[config.mk]
export PLATFORM = sky130hd
export DESIGN_NAME = edge_frame_writer_flat
export DESIGN_NICKNAME = d
export VERILOG_FILES = /design/src/rtl/canny_pkg.sv /design/src/rtl/edge_frame_writer_if.sv /design/src/rtl/edge_frame_writer_fifo.sv /design/src/rtl/edge_frame_writer.sv /design/src/flat_wrapper.sv
export SDC_FILE = /design/constraint.sdc
export NUM_CORES = 1
export LEC_CHECK = 0
export ABC_AREA = 0
export CORE_AREA = 2 2 219 221
export CTS_CLUSTER_SIZE = 16
export DETAILED_ROUTE_END_ITERATION = 10
export DIE_AREA = 0 0 221 223
export DONT_BUFFER_PORTS = 1
export SYNTH_ARGS = -nofsm -noshare
export SYNTH_HDL_FRONTEND = slang
export SYNTH_SLANG_ARGS = --single-unit
[constraint.sdc]
create_clock -name clk -period 2.9 [get_ports clk]
set_input_delay 0.29 -clock clk [delete_from_list [all_inputs] [get_ports clk]]
set_output_delay 0.29 -clock clk [all_outputs]
set_load 0.005 [all_outputs]
[src/rtl/canny_pkg.sv]
// Shared types and default geometry for the Canny pixel pipeline blocks.
package canny_pkg;

  localparam int unsigned DEF_PIX_W  = 8;
  localparam int unsigned DEF_IMG_W  = 512;
  localparam int unsigned DEF_IMG_H  = 512;
  localparam int unsigned DEF_ADDR_W = 18;

  typedef enum logic [1:0] {
    IDLE,
    CAPTURE,
    DRAIN,
    DONE
  } wr_state_t;

  typedef struct packed {
    logic [DEF_ADDR_W-1:0] addr;
    logic [DEF_PIX_W-1:0]  data;
  } fifo_entry_t;

endpackage

[src/rtl/edge_frame_writer_if.sv]
// Frame-memory write port: valid/ready with address and data.
interface edge_frame_writer_if
  import canny_pkg::*;
#(
  parameter int unsigned ADDR_W = DEF_ADDR_W,
  parameter int unsigned PIX_W  = DEF_PIX_W
);
  logic              mem_we;
  logic [ADDR_W-1:0] mem_addr;
  logic [PIX_W-1:0]  mem_wdata;
  logic              mem_ready;

  modport master (output mem_we, output mem_addr, output mem_wdata, input mem_ready);
  modport slave  (input mem_we, input mem_addr, input mem_wdata, output mem_ready);
endinterface

[src/rtl/edge_frame_writer_fifo.sv]
// Synchronous FIFO with a registered head; push on full is accepted when a pop
// happens in the same cycle.
module sync_fifo #(
  parameter int unsigned WIDTH = 8,
  parameter int unsigned DEPTH = 16
) (
  input  logic             clk,
  input  logic             rstN,
  input  logic             push,
  input  logic             pop,
  input  logic [WIDTH-1:0] din,
  output logic [WIDTH-1:0] head,
  output logic             full,
  output logic             empty
);
  localparam int unsigned      PTR_W    = (DEPTH > 1) ? $clog2(DEPTH) : 1;
  localparam logic [PTR_W:0]   CNT_FULL = (PTR_W+1)'(DEPTH);
  localparam logic [PTR_W:0]   CNT_ONE  = (PTR_W+1)'(1);

  logic [WIDTH-1:0] r_mem [DEPTH];
  logic [PTR_W-1:0] r_wr_ptr;
  logic [PTR_W-1:0] r_rd_ptr;
  logic [PTR_W:0]   r_count;
  logic [WIDTH-1:0] r_head;

  logic             w_pop;
  logic             w_push;
  logic [PTR_W-1:0] w_rd_nxt;

  assign full     = (r_count == CNT_FULL);
  assign empty    = (r_count == '0);
  assign head     = r_head;
  assign w_pop    = pop && !empty;
  assign w_push   = push && (!full || w_pop);
  assign w_rd_nxt = r_rd_ptr + PTR_W'(1);

  always_ff @(posedge clk) begin
    if (w_push) r_mem[r_wr_ptr] <= din;
  end

  // Head mirrors r_mem[r_rd_ptr]; it is loaded from din when the incoming entry
  // becomes the head directly, otherwise from the next stored entry on pop.
  always_ff @(posedge clk or negedge rstN) begin
    if (!rstN) begin
      r_wr_ptr <= '0;
      r_rd_ptr <= '0;
      r_count  <= '0;
      r_head   <= '0;
    end else begin
      if (w_push) r_wr_ptr <= r_wr_ptr + PTR_W'(1);
      if (w_pop)  r_rd_ptr <= w_rd_nxt;
      if (w_push && !w_pop)      r_count <= r_count + CNT_ONE;
      else if (w_pop && !w_push) r_count <= r_count - CNT_ONE;
      if (w_push && (empty || (w_pop && r_count == CNT_ONE))) r_head <= din;
      else if (w_pop && r_count != CNT_ONE)                  r_head <= r_mem[w_rd_nxt];
    end
  end
endmodule

[src/rtl/edge_frame_writer.sv]
// Captures one raster frame from a non-stalling pixel stream and writes it to
// frame memory through a stall-absorbing FIFO.
module edge_frame_writer
  import canny_pkg::*;
#(
  parameter int unsigned PIX_W      = DEF_PIX_W,
  parameter int unsigned IMG_W      = DEF_IMG_W,
  parameter int unsigned IMG_H      = DEF_IMG_H,
  parameter int unsigned FIFO_DEPTH = 16,
  parameter int unsigned ADDR_W     = DEF_ADDR_W
) (
  input  logic                clk,
  input  logic                rstN,
  input  logic                frame_start,
  input  logic [PIX_W-1:0]    pixel_in,
  input  logic                pixel_in_valid,
  edge_frame_writer_if.master mem,
  output logic                busy,
  output logic                frame_done,
  output logic                overflow
);
  localparam logic [ADDR_W:0] LAST_PIX = (ADDR_W+1)'(IMG_W * IMG_H - 1);

  typedef struct packed {
    logic [ADDR_W-1:0] addr;
    logic [PIX_W-1:0]  data;
  } entry_t;

  wr_state_t       r_state;
  logic [ADDR_W:0] r_pix_cnt;
  logic            r_busy;
  logic            r_done;
  logic            r_ovf;

  entry_t w_entry;
  entry_t w_head;
  logic   w_full;
  logic   w_empty;
  logic   w_we;
  logic   w_pop;
  logic   w_cap_valid;

  assign w_cap_valid = (r_state == CAPTURE) && pixel_in_valid;
  assign w_we        = !w_empty;
  assign w_pop       = w_we && mem.mem_ready;
  assign w_entry     = '{addr: r_pix_cnt[ADDR_W-1:0], data: pixel_in};

  sync_fifo #(
    .WIDTH($bits(entry_t)),
    .DEPTH(FIFO_DEPTH)
  ) u_fifo (
    .clk  (clk),
    .rstN (rstN),
    .push (w_cap_valid),
    .pop  (w_pop),
    .din  (w_entry),
    .head (w_head),
    .full (w_full),
    .empty(w_empty)
  );

  assign mem.mem_we    = w_we;
  assign mem.mem_addr  = w_head.addr;
  assign mem.mem_wdata = w_head.data;
  assign busy          = r_busy;
  assign frame_done    = r_done;
  assign overflow      = r_ovf;

  // pix_cnt advances on every valid pixel, dropped or not, so addresses stay
  // locked to raster position even after an overflow.
  always_ff @(posedge clk or negedge rstN) begin
    if (!rstN) begin
      r_state   <= IDLE;
      r_pix_cnt <= '0;
      r_busy    <= 1'b0;
      r_done    <= 1'b0;
      r_ovf     <= 1'b0;
    end else begin
      case (r_state)
        IDLE: begin
          if (frame_start) begin
            r_state   <= CAPTURE;
            r_pix_cnt <= '0;
            r_ovf     <= 1'b0;
            r_busy    <= 1'b1;
          end
        end
        CAPTURE: begin
          if (pixel_in_valid) begin
            r_pix_cnt <= r_pix_cnt + (ADDR_W+1)'(1);
            if (w_full && !w_pop) r_ovf <= 1'b1;
            if (r_pix_cnt == LAST_PIX) r_state <= DRAIN;
          end
        end
        DRAIN: begin
          if (w_empty) begin
            r_state <= DONE;
            r_busy  <= 1'b0;
            r_done  <= 1'b1;
          end
        end
        DONE: begin
          r_state <= IDLE;
          r_done  <= 1'b0;
        end
        default: r_state <= IDLE;
      endcase
    end
  end
endmodule
[src/flat_wrapper.sv]
// flat-port wrapper written by rule: the top's interface ports become plain ports
module edge_frame_writer_flat import canny_pkg::*;
#(
  parameter int unsigned PIX_W      = DEF_PIX_W,
  parameter int unsigned IMG_W      = DEF_IMG_W,
  parameter int unsigned IMG_H      = DEF_IMG_H,
  parameter int unsigned FIFO_DEPTH = 16,
  parameter int unsigned ADDR_W     = DEF_ADDR_W
)
  (clk, rstN, frame_start, pixel_in, pixel_in_valid, busy, frame_done, overflow, mem_mem_we, mem_mem_addr, mem_mem_wdata, mem_mem_ready);
  edge_frame_writer_if #(.ADDR_W(ADDR_W), .PIX_W(PIX_W)) mem_i ();
  input  logic clk;
  input  logic rstN;
  input  logic frame_start;
  input  logic [PIX_W-1:0] pixel_in;
  input  logic pixel_in_valid;
  output logic busy;
  output logic frame_done;
  output logic overflow;
  output wire logic [$bits(mem_i.mem_we)-1:0] mem_mem_we;
  output wire logic [$bits(mem_i.mem_addr)-1:0] mem_mem_addr;
  output wire logic [$bits(mem_i.mem_wdata)-1:0] mem_mem_wdata;
  input wire logic [$bits(mem_i.mem_ready)-1:0] mem_mem_ready;
  assign mem_mem_we = mem_i.mem_we;
  assign mem_mem_addr = mem_i.mem_addr;
  assign mem_mem_wdata = mem_i.mem_wdata;
  assign mem_i.mem_ready = mem_mem_ready;
  edge_frame_writer #(.PIX_W(PIX_W), .IMG_W(IMG_W), .IMG_H(IMG_H), .FIFO_DEPTH(FIFO_DEPTH), .ADDR_W(ADDR_W)) u_core (.clk(clk), .rstN(rstN), .frame_start(frame_start), .pixel_in(pixel_in), .pixel_in_valid(pixel_in_valid), .mem(mem_i), .busy(busy), .frame_done(frame_done), .overflow(overflow));
endmodule
==> Yosys cells after proc, flatten, opt, wreduce, memory -nomap -nowiden <==
Memory sizes are Yosys's and may differ from the RTL's.
Cells that the tools add are included.
{ "word_totals": {"register_bits": 63, "ram_bits": 416, "in_bits": 13, "elab_cells": 79, "memories": 1} }
{ "classes": {"n_addsub": 5, "n_eq_ne": 12, "mux": 23, "n_reduce_logical": 29} }
{ "mem_list": {"columns": ["name", "words", "word_bits", "read_ports", "rd_clocked_by_memory_dff", "write_ports", "line", "rtl"], "rows": [
  ["u_core.u_fifo.r_mem", 16, 26, 1, 0, 1, "edge_frame_writer_fifo.sv:20", "logic [WIDTH-1:0] r_mem [DEPTH];"]
]} }
{ "op_table": {"columns": ["op", "count"], "rows": [
  ["2-to-1 mux 26 bit", 2],
  ["2-to-1 mux 19 bit", 2],
  ["case mux 19 bit (2 select lines)", 1],
  ["adder 19 x 1 -> 19 bit, second input constant", 1],
  ["equality test 19 x 18 -> 1 bit, second input constant", 1],
  ["logical AND 1 bit", 10],
  ["2-to-1 mux 5 bit", 2],
  ["!= test 2 bit, second input constant", 5],
  ["nonzero test 2 bit", 5],
  ["adder 4 x 1 -> 4 bit, second input constant", 2],
  ["2-to-1 mux 1 bit", 8],
  ["2-to-1 mux 2 bit", 4],
  ["case mux 2 bit (4 select lines)", 1],
  ["AND reduction 4 bit", 2],
  ["case mux 1 bit (2 select lines)", 3],
  ["AND reduction 3 bit", 2],
  ["adder 5 x 1 -> 5 bit, second input constant", 1],
  ["equality test 5 x 1 -> 1 bit, second input constant", 1],
  ["equality test 5 bit, second input constant", 1],
  ["zero test 1 bit", 5],
  ["zero test 5 bit", 1],
  ["!= test 5 x 1 -> 1 bit, second input constant", 1],
  ["subtractor 5 x 1 -> 5 bit, second input constant", 1],
  ["equality test 2 bit, second input constant", 2],
  ["4 further kinds", 5]
]} }

==> Longest topological paths before layout <==
Gate-level depths: netlist of run 1.
{ "logic_depth": {"ltp_word": 10, "depth_mapped": 9, "depth_no_buf": 9} }

==> Hierarchy <==
Synthesis of run 1 repeated with hierarchy kept, for this count alone.
{ "unflattened": {"cells_unflattened": 1074, "hier_area_um2": 19627.6} }
{ "by_module_without_submodules": {"columns": ["module", "n_inst", "cells_each", "area_per_inst_um2"], "rows": [
  ["sync_fifo", 1, 899, 18068.6],
  ["edge_frame_writer", 1, 175, 1559.0]
]} }

==> Least setup slack after synthesis of run 1 <==
Ideal clock, no wire load.
{ "synth_timing": {"path_kind": "flip-flop to flip-flop", "startpoint": "reg u_core.u_fifo.r_count[0]", "endpoint": "reg u_core.u_fifo.r_count[3]", "setup_ps": 79, "arrival_time_ps": 2314, "t_required_ps": 2821, "setup_slack_ps": 507, "path_stages_with_launch": 10, "path_buffers": 0, "path_cell_list": "dfrtp_1 inv_1 ha_1 nand4b_1 nand3_1 clkinv_1 ha_1 or4_2 a21oi_1 xor2_1"} }
{ "synth_via": {"elab_chain_cells": 9, "word_cells_on_any_way": 17, "classes_between": "add/sub (2); eq/ne (1); mux (2); reduce/logical (12)"} }
{ "synth_lines": {"columns": ["item", "line", "rtl"], "rows": [
  ["from (decl)", "edge_frame_writer_fifo.sv:23", "logic [PTR_W:0] r_count;"],
  ["from (signal assigned)", "edge_frame_writer_fifo.sv:52", "if (w_push && !w_pop) r_count <= r_count + CNT_ONE;"],
  ["from (signal assigned)", "edge_frame_writer_fifo.sv:53", "else if (w_pop && !w_push) r_count <= r_count - CNT_ONE;"],
  ["zero test 5 bit", "edge_frame_writer_fifo.sv:31", "assign empty = (r_count == '0);"],
  ["zero test 1 bit", "edge_frame_writer_fifo.sv:33, edge_frame_writer.sv:44", null],
  ["logical AND 1 bit", "edge_frame_writer.sv:45", "assign w_pop = w_we && mem.mem_ready;"],
  ["logical AND 1 bit", "edge_frame_writer_fifo.sv:33", "assign w_pop = pop && !empty;"],
  ["logical OR 1 bit *", "edge_frame_writer_fifo.sv:34", "assign w_push = push && (!full || w_pop);"],
  ["logical AND 1 bit *", "edge_frame_writer_fifo.sv:34", null],
  ["via u_core.u_fifo.w_push", "edge_frame_writer_fifo.sv:27", "logic w_push;"],
  ["zero test 1 bit", "edge_frame_writer_fifo.sv:53", null],
  ["logical AND 1 bit", "edge_frame_writer_fifo.sv:53", null],
  ["nonzero test 2 bit (no source line)", null, null]
]} }
The timed path passes the listed nets; every way through them passes the cells marked *. The select of a mux whose other input is x is not followed.
A chain may end at the register's enable or synchronous reset.

==> Worst setup path after layout of run 1 <==
{ "layout_timing": {"startpoint": "reg u_core.u_fifo.r_count[0]", "endpoint": "reg u_core.u_fifo.r_head[4] (netlist: u_core.u_fifo.head[4])"} }
{ "layout_via": {"elab_chain_cells": 8, "word_cells_on_any_way": 16, "classes_between": "eq/ne (3); mux (1); reduce/logical (12)"} }
{ "layout_lines": {"columns": ["item", "line", "rtl"], "rows": [
  ["zero test 5 bit", "edge_frame_writer_fifo.sv:31", null],
  ["zero test 1 bit", "edge_frame_writer_fifo.sv:33, edge_frame_writer.sv:44", null],
  ["logical AND 1 bit", "edge_frame_writer.sv:45", null],
  ["logical AND 1 bit", "edge_frame_writer_fifo.sv:33", null],
  ["logical OR 1 bit / logical AND 1 bit (equally long branches)", "edge_frame_writer_fifo.sv:34, edge_frame_writer_fifo.sv:54", null],
  ["logical AND 1 bit / logical OR 1 bit (equally long branches)", "edge_frame_writer_fifo.sv:34, edge_frame_writer_fifo.sv:54", null],
  ["logical AND 1 bit", "edge_frame_writer_fifo.sv:54", "if (w_push && (empty || (w_pop && r_count == CNT_ONE))) r_head <= din;"],
  ["2-to-1 mux 26 bit / nonzero test 2 bit (equally long branches)", null, null],
  ["to (signal assigned)", "edge_frame_writer_fifo.sv:54", null],
  ["to (signal assigned)", "edge_frame_writer_fifo.sv:55", "else if (w_pop && r_count != CNT_ONE) r_head <= r_mem[w_rd_nxt];"],
  ["to (decl)", "edge_frame_writer_fifo.sv:24", "logic [WIDTH-1:0] r_head;"]
]} }
Several ways; a longest one is shown, not always the timed one.

==> qor.txt, run 1 <==
Fin crit share: 93.4%
Post-CTS setup buffers: 0
Crit-path max FO: 26
Clock sink total: 479
Num ports: 43
Peak supply drop: 0.715 mV
Crit path kind: reg2reg
Leakage: 7.31 nW
Gr usage total: 17.9%
Worst path max stage delay: 1.01 ns
Total power: 23.1 mW
Post-synth ARST share: 13.2%
Synth Warn #: 0
CTS tree: yes
RSZ-0062 raised after global routing: no
Non-Filler Instances: 1759
Drt initial violations: 1073
FP Rows: 80
Psw: 7.55 mW
DP HPWL: 24.1 mm
Final hold vios: 0
WP data arrival: 3.18 ns
GPL Wtd Cong: 0.723
Top Layer Used: met4
Portion of total power attributed to the clock network: 27.5%
GRT overflow: 0
Post-synth top flop: edfxtp_1
Clock tree buffer depth: 3
Startpoint types: flop
Comb power frac: 33.2%
Antenna violations before repair: 0
Min-delay src: frame_start
Largest net degree at the start of global routing: 64
Initial Utilization: 40.5%
Syn_area_per_cell: 18.1 sq um
# setup viols final: 0
Clk_skew: 0.0134 ns
WL per Instance: 24.8 um
First-pass GRT wire length: 65.9 mm
Reg-to-Reg Start: u_core.u_fifo.r_count[0]
Cells after Synth: 1054
Post-Syn Area: 0.0191 sq mm
Slew Limit Headroom: 14.6%
Resized Gates After CTS: 0
CP startpoint: u_core.u_fifo.r_count[0]
Root buf cell: clkbuf_16
Synth Area in Adders: 0.982%
Worst-margin pin slew: 1.28 ns
WL final: 43.7 mm
Detail Route met2 WL: 20.7 mm
Number of antenna-violating nets in the routed design: 0
Nets: 1132
Placed cell count: 1655
Critical-path cell list: inv_1, ha_1, or4b_1, nand2b_4, a31oi_4, a22oi_1, o211ai_1
DRT Pass-1 Iters: 5
CP endpoint kind: flop
Mux share of post-synthesis cell area: 13.3%
Core area: 0.0471 sq mm
Number of buffers inserted by port buffering: 0
Max Fclk: 0.369 GHz
Clock-pin slew on the worst setup and hold paths: 0.06 ns
Count of state elements after synthesis: 479
Via count: 9861
Hold crit path type: in2reg
DR vias/cell: 5.61
CP top delay family: compound AO/OA/AOI/OAI gates
Sw frac: 32.6%
Setup TNS: 0 ns
P&R area growth vs syn: 15.0%
Syn nets: 1082
Worst path required time: 3.38 ns
Vias in the first global route: 10025
Number of antenna diodes: 0
Post-synthesis compound-gate area fraction: 6.15%
Met3 WL: 2.09 mm
M1 WL: 20.0 mm
Post-synthesis simple-gate area fraction: 3.54%
Slew Viols, Final: 0
Pwr Density: 1050 mW/mm^2
Tmin final: 2.71 ns
Max-cap viol count: 0
Sequential power share: 39.2%
Post-synthesis sequential area ratio: 73.6%
Library cells used by synthesis: 47
Main combinational cell family by area after synthesis: multiplexers
Share of cells above drive strength 1: 17.0%
Worst path slowest cell: a31oi_4
Drt drc: 0
Buf/Inv on CP: 1
Number of CTS-inserted buffers: 49
Synth Area in XOR/XNOR: 0.596%
Die footprint: 0.0493 sq mm
Status: complete, no violations
Fillers: 3869
Pint: 15.6 mW
Clock latency at the later pin of the worst-skew pair: 0.58 ns
Post-synth EDFFs: 416
Chip Width: 221 um
Die height: 223 um
Htree depth: 2
[cell type report]
class | instances | area (sq um) | share of cell area (%)
Clock inverter | 13 | 154 | 0.700
Timing Repair Buffer | 55 | 688 | 3.13
Clock buffer | 78 | 1500 | 6.81
Sequential cell | 479 | 14100 | 64.0
Inverter | 14 | 52.6 | 0.239
Tap cell | 615 | 769 | 3.50
Multi-Input combinational cell | 505 | 4750 | 21.6
[layout by cell type, fill, tap and decap left out, drive strengths merged, types with 4 or more instances in the layout]
master	netlist	routed
nand4	8	8
mux4	52	52
dfrtp	63	63
xnor2	7	7
o21ai	21	21
a21oi	14	14
clkinv	1	8
a22oi	79	79
dlygate4sd3	0	12
edfxtp	416	416
clkbuf	19	78
o211ai	28	28
nand3	37	37
nand2	20	20
inv	13	14
mux2i	134	134
o31ai	11	11
nor3	5	5
buf	37	43
and2	11	11
xor2	6	6
nor2	16	16
and3	10	10
or3	4	4
ha	15	15
[sequential cells by signal (all words and copies together), names as in the netlist]
name and flops:
u_core.u_fifo.r_rd_ptr 4, u_core.busy 1, u_core.frame_done 1, u_core.r_state 2, u_core.u_fifo.r_wr_ptr 4, u_core.u_fifo.r_mem 416, u_core.u_fifo.r_count 5, u_core.r_pix_cnt 19
u_core.overflow 1, u_core.u_fifo.head 26
[cells by family after synthesis]
logic type,count (synthesis)
flops,479
simple gates,124
mux,189
compound gates,164
xor+xnor,13
fa+ha+maj,15
buf+inv,70
[worst register-to-register path, delay by kind of cell (launching register included)]
family	cells	cell delay [ns]
DFF	1	0.45
AOI/OAI and AO/OA	3	1.41
adders and majority gates	1	0.24
buffers and inverters	1	0.09
and+or+nand+nor	2	0.42
[worst paths after layout]
path                                             end  slack (ns)  depth (start not counted)
setup / recovery               u_core.u_fifo.head[4]        0.19                          7
hold / removal                           u_core.busy        0.03                          3
setup reg to reg               u_core.u_fifo.head[4]        0.19                          7
hold reg to reg            u_core.u_fifo.r_rd_ptr[3]        0.50                          1
max in group asynchronous  u_core.u_fifo.r_rd_ptr[0]        2.26                          2
min in group asynchronous   u_core.u_fifo.r_count[1]        0.29                          2
[Yosys cell counts (6+ instances only)]
cell type	n	area share, %
a22oi_1	76	3.0
o21ai_0	21	0.55
o211ai_1	28	1.1
nor2_1	16	0.31
inv_1	13	0.26
nand2_1	19	0.37
o31ai_1	11	0.43
buf_2	29	0.76
xor2_1	6	0.27
and2_1	11	0.36
mux4_2	52	6.1
and3_1	10	0.33
nand4_1	8	0.26
mux2i_1	134	7.0
xnor2_1	7	0.32
a21oi_1	14	0.37
nand3_1	37	0.97
dfrtp_1	63	8.2
ha_1	15	0.98
edfxtp_1	416	65
clkbuf_1	19	0.37
[power groups by stage]
stage / combinational (mW) / sequential [mW] / clock (mW)
after CTS: 7.76 / 9.09 / 6.48
after floorplan: 5.38 / 9.01 / 0
after global routing: 8.27 / 9.15 / 6.76
final: 7.69 / 9.07 / 6.37
after detailed placement: 7.68 / 9.23 / 0
after global placement: 7.60 / 9.20 / 0
[repair_timing]
| item | in CTS | in global routing |
|---|---|---|
| setup endpoints to repair | 0 | 0 |
| endpoints found under the hold margin | 204 | 0 |
| hold buffers | 13 | 0 |
[per-stage QoR]
stage                     hold WS, ns  setup slack [ns]  area, sq um  utilization, %
after floorplan              -0.00559             0.507        19100               -
after global placement        0.00445             0.261        20200            42.8
after detailed placement      0.00420             0.151        20200            42.8
after CTS                     0.00159             0.178        22000            46.6
after global routing           0.0559           0.00616        22000            46.6
final                          0.0306             0.192        22000            46.6
[layer usage]
metal	GRT usage (%)	up-vias
met2	28.3	256
met3	3.06	67
met4	4.70	0
li1	-	4372
met1	25.9	5166
met5	0	-
Note: power is estimated with default switching activity, not from simulation.
==> run 2, diff against run 1 <==
--- a/config.mk
+++ b/config.mk
@@ -11,6 +11,7 @@
 export DETAILED_ROUTE_END_ITERATION = 10
 export DIE_AREA = 0 0 221 223
 export DONT_BUFFER_PORTS = 1
+export GPL_TIMING_DRIVEN = 0
 export SYNTH_ARGS = -nofsm -noshare
 export SYNTH_HDL_FRONTEND = slang
 export SYNTH_SLANG_ARGS = --single-unit
==> qor.txt, run 2 (same netlist as run 1, synthesis figures left out) <==
Status: complete, no violations
# setup viols final: 0
Design area: 0.0216 sq mm
Max Fclk: 0.363 GHz
Fin crit share: 95.0%
Die footprint: 0.0493 sq mm
Clock tree buffer depth: 3
Slew Viols, Final: 0
Clock sink total: 479
Drt initial violations: 1006
Number of buffers inserted by port buffering: 0
Max reg flops: 416
Core area: 0.0471 sq mm
Share of cells above drive strength 1: 16.7%
Largest net degree at the start of global routing: 64
GPL Wtd Cong: 0.769
WP data arrival: 3.25 ns
FP Rows: 80
Die height: 223 um
Commonest non-fill, non-tap cell in the layout: edfxtp_1
Gr usage total: 18.4%
WL final: 45.0 mm
Crit path kind: reg2reg
DP HPWL: 26.9 mm
First-pass GRT wire length: 66.8 mm
Placed cell count: 1672
Nets: 1150
DR vias/cell: 5.60
Most frequent cells in the layout: edfxtp_1 (416), mux2i_1 (134), a22oi_1 (76), dfrtp_1 (63), mux4_2 (52)
Pwr Density: 1050 mW/mm^2
GRT overflow: 0
Number of antenna-violating nets in the routed design: 0
Via count: 9946
Hold crit path type: in2reg
P&R area growth vs syn: 13.1%
DP Area: 0.0200 sq mm
Slew Limit Headroom: 31.5%
Clock latency at the later pin of the worst-skew pair: 0.58 ns
Worst path required time: 3.39 ns
Num ports: 43
Number of antenna diodes: 0
Clk_skew: 0.0188 ns
Number of CTS-inserted buffers: 50
Leakage: 7.18 nW
RSZ-0062 raised after global routing: yes
Worst-margin pin slew: 1.02 ns
Vias in the first global route: 10146
Max-cap viol count: 0
Startpoint types: flop
Chip Width: 221 um
Post-CTS setup buffers: 0
DRT Pass-1 Iters: 7
CP endpoint kind: flop
Most flop-heavy register: u_core.u_fifo.r_mem
Final hold vios: 0
Antenna violations before repair: 0
Peak supply drop: 0.831 mV
Drt drc: 0
Tmin final: 2.75 ns
Clock-pin slew on the worst setup and hold paths: 0.06 ns
Initial Utilization: 40.5%
Root buf cell: clkbuf_16
Non-Filler Instances: 1776
Htree depth: 2
CTS tree: yes
WL per Instance: 25.3 um
Crit-path max FO: 8
## run 2: cell count changes in the layout (fill, tap and decap cells not counted), sizes merged
cell      before  now
clkinv         8   11
clkbuf        78   92
buf           43   41
clkinvlp       2    4
bufinv         3    0
inv           14   17
## run 2: through the flow
stage	total power, mW	utilization (%)	setup WS (ns)	hold slack, ns	TNS (ns)
floorplan	14.4	-	0.507	-0.00559	0
global placement	16.9	42.2	-0.373	0.00388	-115.70
detailed placement	17.0	42.3	-0.0861	0.00303	-0.325
CTS	23.0	45.8	0.0675	0.0202	0
global route	23.8	45.8	-0.0128	0.0392	-0.240
finish	22.8	45.8	0.146	0.0485	0
## run 2: repair_timing
action	CTS	global route
endpoints found under the setup margin	6	79
hold buffers	13	0
gates resized for setup	1	8
hold endpoints to repair	203	0
## run 2: per-layer routing
metal / wire length (um) / vias up / global-route usage [%]
li1: - / 4398 / -
met1: 19600 / 5202 / 25.1
met2: 22000 / 285 / 30.4
met3: 2550 / 61 / 3.70
met4: 817 / 0 / 4.35
met5: 0 / - / 0
## run 2: power by group
part | switching, mW | total, mW | internal (mW) | leakage (nW)
Combinational | 4.65 | 7.71 | 3.06 | 2.08
Clock | 2.60 | 5.91 | 3.31 | 0.718
Sequential | 0.639 | 9.15 | 8.51 | 4.38
Total | 7.88 | 22.8 | 14.9 | 7.18
## run 2: area by class of cell
type / count / area, sq um
flip-flops and latches: 479 / 14100
inverters: 14 / 52.6
clock inverters: 18 / 114
fillers: 3979 / 25500
multi-input cells: 505 / 4720
plain buffers: 56 / 295
repair buffers: 16 / 208
well taps: 615 / 769
clock buffers: 73 / 1380
## run 2: final timing paths
check                                     startpoint                         to  slack (ns)  cells past startpoint
max                         u_core.u_fifo.r_count[0]   u_core.u_fifo.r_count[3]        0.15                      9
min                                      frame_start        u_core.r_pix_cnt[2]        0.05                      3
max reg2reg                 u_core.u_fifo.r_count[0]   u_core.u_fifo.r_count[3]        0.15                      9
min reg2reg                u_core.u_fifo.r_rd_ptr[3]  u_core.u_fifo.r_rd_ptr[3]        0.49                      1
max in group asynchronous                       rstN     u_core.u_fifo.head[18]        2.30                      2
min in group asynchronous                       rstN                u_core.busy        0.28                      2
## run 2: worst max-delay path, stage by stage, from the launching register on
cell and delay (ns):
dfrtp_1 0.45, inv_1 0.10, ha_1 0.26, or4b_1 0.19, buf_6 0.15, nand2_1 0.19
ha_1 0.36, or4_2 0.63, a21oi_1 0.19, xor2_1 0.16
